**src/rtl/fir_serial_prog.sv**
```systemverilog
// Programmable-coefficient FIR filter: one shared MAC is stepped over NUM_TAPS, and the result is rounded and saturated to WIDTH.
// Latency: an accept in cycle t raises out_valid in cycle t+NUM_TAPS+1. Under backpressure Yn_reg and out_valid are held and in_ready stays low.
module fir_serial_prog #(
   parameter int WIDTH      = 16,
   parameter int NUM_TAPS   = 8,
   parameter int COEF_WIDTH = 16,
   parameter int FRAC_BITS  = 15,
   // wide enough to carry an out-of-range tap index, so such writes can be flagged
   localparam int AW        = $clog2(NUM_TAPS + 1)
) (
   input  logic                  clk,
   input  logic                  arst_n,
   input  logic                  clr,
   input  logic [WIDTH-1:0]      Xn,
   input  logic                  in_valid,
   output logic                  in_ready,
   output logic [WIDTH-1:0]      Yn_reg,
   output logic                  out_valid,
   input  logic                  out_ready,
   input  logic                  coef_we,
   input  logic [AW-1:0]         coef_addr,
   input  logic [COEF_WIDTH-1:0] coef_wdata,
   output logic                  coef_err
);

   localparam int TW   = $clog2(NUM_TAPS);
   localparam int PW   = WIDTH + COEF_WIDTH;
   localparam int ACCW = PW + TW;
   localparam int EXTW = ACCW + 1 - WIDTH;

   localparam logic signed [ACCW:0] RND_K = $signed({{ACCW{1'b0}}, 1'b1} << (FRAC_BITS - 1));
   localparam logic signed [ACCW:0] Y_MAX = $signed({{EXTW{1'b0}}, 1'b0, {(WIDTH-1){1'b1}}});
   localparam logic signed [ACCW:0] Y_MIN = $signed({{EXTW{1'b1}}, 1'b1, {(WIDTH-1){1'b0}}});

   typedef enum logic [1:0] {IDLE, MAC, OUT} state_t;

   state_t                        state;
   logic                          in_rdy_q;
   logic [TW-1:0]                 tap;
   logic signed [ACCW-1:0]        acc;
   logic signed [WIDTH-1:0]       delay [NUM_TAPS];
   logic signed [COEF_WIDTH-1:0]  coef  [NUM_TAPS];

   logic signed [PW-1:0]          d_ext;
   logic signed [PW-1:0]          c_ext;
   logic signed [PW-1:0]          prod;
   logic signed [ACCW-1:0]        acc_next;
   logic signed [ACCW:0]          rnd_sum;
   logic signed [ACCW:0]          shifted;
   logic [WIDTH-1:0]              sat_y;
   logic                          is_last;
   logic                          coef_ok;

   assign in_ready = in_rdy_q & ~clr;
   assign is_last  = (tap == TW'(NUM_TAPS - 1));
   assign coef_ok  = (state == IDLE) && (coef_addr < AW'(NUM_TAPS));

   always_comb begin
      d_ext    = {{COEF_WIDTH{delay[tap][WIDTH-1]}}, delay[tap]};
      c_ext    = {{WIDTH{coef[tap][COEF_WIDTH-1]}}, coef[tap]};
      prod     = d_ext * c_ext;
      acc_next = acc + {{TW{prod[PW-1]}}, prod};
      rnd_sum  = {acc_next[ACCW-1], acc_next} + RND_K;
      shifted  = rnd_sum >>> FRAC_BITS;
      if (shifted > Y_MAX)
         sat_y = {1'b0, {(WIDTH-1){1'b1}}};
      else if (shifted < Y_MIN)
         sat_y = {1'b1, {(WIDTH-1){1'b0}}};
      else
         sat_y = shifted[WIDTH-1:0];
   end

   always_ff @(posedge clk or negedge arst_n) begin
      if (!arst_n) begin
         state     <= IDLE;
         in_rdy_q  <= 1'b1;
         tap       <= '0;
         acc       <= '0;
         Yn_reg    <= '0;
         out_valid <= 1'b0;
         coef_err  <= 1'b0;
         for (int k = 0; k < NUM_TAPS; k++) begin
            delay[k] <= '0;
            coef[k]  <= '0;
         end
      end else begin
         coef_err <= coef_we & ~coef_ok;
         if (coef_we && coef_ok)
            coef[coef_addr[TW-1:0]] <= coef_wdata;

         if (clr) begin
            state     <= IDLE;
            in_rdy_q  <= 1'b1;
            tap       <= '0;
            acc       <= '0;
            out_valid <= 1'b0;
            for (int k = 0; k < NUM_TAPS; k++)
               delay[k] <= '0;
         end else begin
            case (state)
               IDLE: begin
                  if (in_valid) begin
                     for (int k = NUM_TAPS - 1; k > 0; k--)
                        delay[k] <= delay[k-1];
                     delay[0] <= Xn;
                     acc      <= '0;
                     tap      <= '0;
                     in_rdy_q <= 1'b0;
                     state    <= MAC;
                  end
               end
               MAC: begin
                  acc <= acc_next;
                  tap <= tap + TW'(1);
                  if (is_last) begin
                     Yn_reg    <= sat_y;
                     out_valid <= 1'b1;
                     tap       <= '0;
                     state     <= OUT;
                  end
               end
               OUT: begin
                  if (out_ready) begin
                     out_valid <= 1'b0;
                     in_rdy_q  <= 1'b1;
                     state     <= IDLE;
                  end
               end
               default: begin
                  state    <= IDLE;
                  in_rdy_q <= 1'b1;
               end
            endcase
         end
      end
   end

endmodule
```
**config.mk**
```make
export PLATFORM = sky130hd
export DESIGN_NAME = fir_serial_prog
export DESIGN_NICKNAME = d
export VERILOG_FILES = /design/src/rtl/fir_serial_prog.sv
export SDC_FILE = /design/constraint.sdc
export NUM_CORES = 1
export LEC_CHECK = 0
export ABC_AREA = 1
export CORE_UTILIZATION = 33
export DETAILED_ROUTE_END_ITERATION = 6
export HOLD_SLACK_MARGIN = 0.15
export PLACE_DENSITY_LB_ADDON = 0.2
export SLEW_MARGIN = 20
export SYNTH_ARGS = -nofsm -noshare
export SYNTH_HDL_FRONTEND = slang
export SYNTH_SLANG_ARGS = --single-unit
```
**constraint.sdc**
```tcl
create_clock -name clk -period 26 [get_ports clk]
set_input_delay 7.8 -clock clk [delete_from_list [all_inputs] [get_ports clk]]
set_output_delay 7.8 -clock clk [all_outputs]
set_load 0.005 [all_outputs]
```
==> metrics <==
status=completed; Nets=4070; GRT Overall Usage=18.9%; Worst Setup End Kind=primary output; wire per inst=16.2 um; post-CTS sizing=0; core area=just over 0.08 mm2; CTS buffer count=38; CTS tree=built; Mapped Cells=3643; Inst Count DP=4673; Yosys top cell area share=28.5%; H-tree Lvls=2; Avg Cell Area, Syn=about 7.6 um2; die height=around 290 um; Post-DRT Antenna Nets=0; count leader, synth=nand2_1; CTS Root Cell=clkbuf_16; number of antenna violations at the first check in global routing=1; clock tree sinks=315; die area=0.0846 mm2; Max Freq=between 0.05 and 0.06 GHz; detailed-route DRC error count=0; worst-path fanout max=8; clk_lat worst skew=approximately 0.57 ns; Diodes inserted=0; Setup Buffers After CTS=0; Final Cycle Share=65.7%; HPWL after DPL=around 56000 um; IO Count=61; Mapped Area=about 0.028 mm2; post-layout util=37.1%; Async SR Flop Fraction=100%; Post-synth top cells=nand2_1, inv_1, o21ai_0, dfrtp_1, nor2_1; Req. time, crit path=between 15 and 20 ns; worst setup path class=in2out; synth top area cells=dfrtp_1, fa_1, nand2_1; register area share after synthesis=between 20% and 30%; Post-synth EDFFs=0; Unique masters post-synth=46; ys flop type=dfrtp_1; syn nets=4070; Die Width=291 um; Pre-Repair DR Iteration Count=5; routed vias=between 20000 and 25000; MaxCap Viol Count=0; Worst Tran Pin Value=0.991 ns; IO buf count=60; RSZ-0062 raised after global routing=no; final weighted congestion in routability-driven placement=slightly below 0.9; CTS Hold Buffers Added=0; worst reg-to-reg path cell count=50; data arrival time of the critical path=9.29 ns; largest net degree at the start of global routing=159; Largest regs=coef x128, delay x128, acc x35; grt ovf=0; Synth-to-Final Area Change=11.1%; DRT Wirelength=~77000 um; Clock transition at path regs=0.06 ns; Detailed Route Iter0 Violations=1521; setup TNS=0 ns; Reg2Reg Setup Slack=between 10 and 15 ns; Clock Tree Buf Depth=3; Hold WC Path Type=reg2reg; post-layout instance count excluding filler cells=4740; final slew viol count=0; WHS Path Cells=2; Period minus WS final=17.09 ns; Yosys reg bits=315; Startpoint Class=input port; vias in the first global route=22800; warnings from Yosys=0; final setup fails=0; Initial Utilization=33.4%; share of layout cells above drive strength 1=5.78%; Synth area leader=dfrtp_1; first-pass GRT wire length=127000 um; Via density=4.80; max_slew headroom=33.9%; skew final=between 0.03 and 0.04 ns; floorplan row count=around 110; Final Hold Viols=0
[logic make-up after synthesis]
| family | Yosys count | synth area share (%) |
|---|---|---|
| simple gates | 1331 | 20.2 |
| xor+xnor | 54 | 1.72 |
| flops | 315 | 28.6 |
| compound gates | 700 | 13.1 |
| fa+ha+maj | 385 | 24.7 |
| buf+inv | 858 | 11.8 |
[through the flow]
stage          worst slack [ns]  instance area [um2]  hold slack (ns)
2_1_floorplan             10.11                27500            0.448
5_1_grt                    8.88                30600            0.492
4_1_cts                    8.91                30600            0.480
3_3_place_gp               8.95                29400            0.460
3_5_place_dp               8.90                29400            0.464
6_report                   8.91                30600            0.477
[worst max-delay path: stages]
cell and delay [ns]:
clkdlybuf4s50_1 0.72, nor2_1 0.23, clkdlybuf4s50_1 0.53
[worst paths after layout]
kind | start | to
max | clr | in_ready
min | coef[8] | coef[8]
max reg2reg | tap[0] | Yn_reg[6]
min reg2reg | coef[8] | coef[8]
max in group asynchronous | arst_n | tap[0]
min in group asynchronous | arst_n | coef[40]
[layer usage]
metal,global-route usage (%),wire length (um),vias up
met1,27.4,37700,11000
li1,-,-,11300
met5,0,0,-
met2,30.1,34800,367
met3,2.38,3220,66
met4,3.37,1030,0
[layout make-up]
cell class / instances / area, um2
Fill cell: 8650 / 51800
Multi-Input combinational cell: 2470 / 16500
Sequential cell: 315 / 7890
Inverter: 705 / 2650
Tap cell: 1070 / 1340
Clock buffer: 56 / 1120
Timing Repair Buffer: 113 / 1020
Clock inverter: 11 / 103
[layout by cell type, fill, tap and decap left out, types with 9 or more instances in the layout]
cell type | synthesis | layout
xnor2_1 | 21 | 21
clkdlybuf4s50_1 | 0 | 59
o21ai_1 | 12 | 16
ha_1 | 122 | 122
a21oi_1 | 267 | 267
buf_4 | 0 | 52
o21ai_0 | 384 | 379
nor3_1 | 10 | 10
xor2_1 | 33 | 33
nor2_1 | 269 | 265
inv_1 | 679 | 675
nand3_1 | 176 | 176
fa_1 | 263 | 263
clkbuf_16 | 0 | 39
nand2_2 | 30 | 30
inv_2 | 20 | 22
clkbuf_1 | 134 | 9
nand2_1 | 780 | 780
dfrtp_1 | 314 | 312
nand4_1 | 21 | 21
nor2_2 | 19 | 21
Power is not shown: default switching activity piles up to over one toggle a cycle in this logic, so the estimate is an artifact.
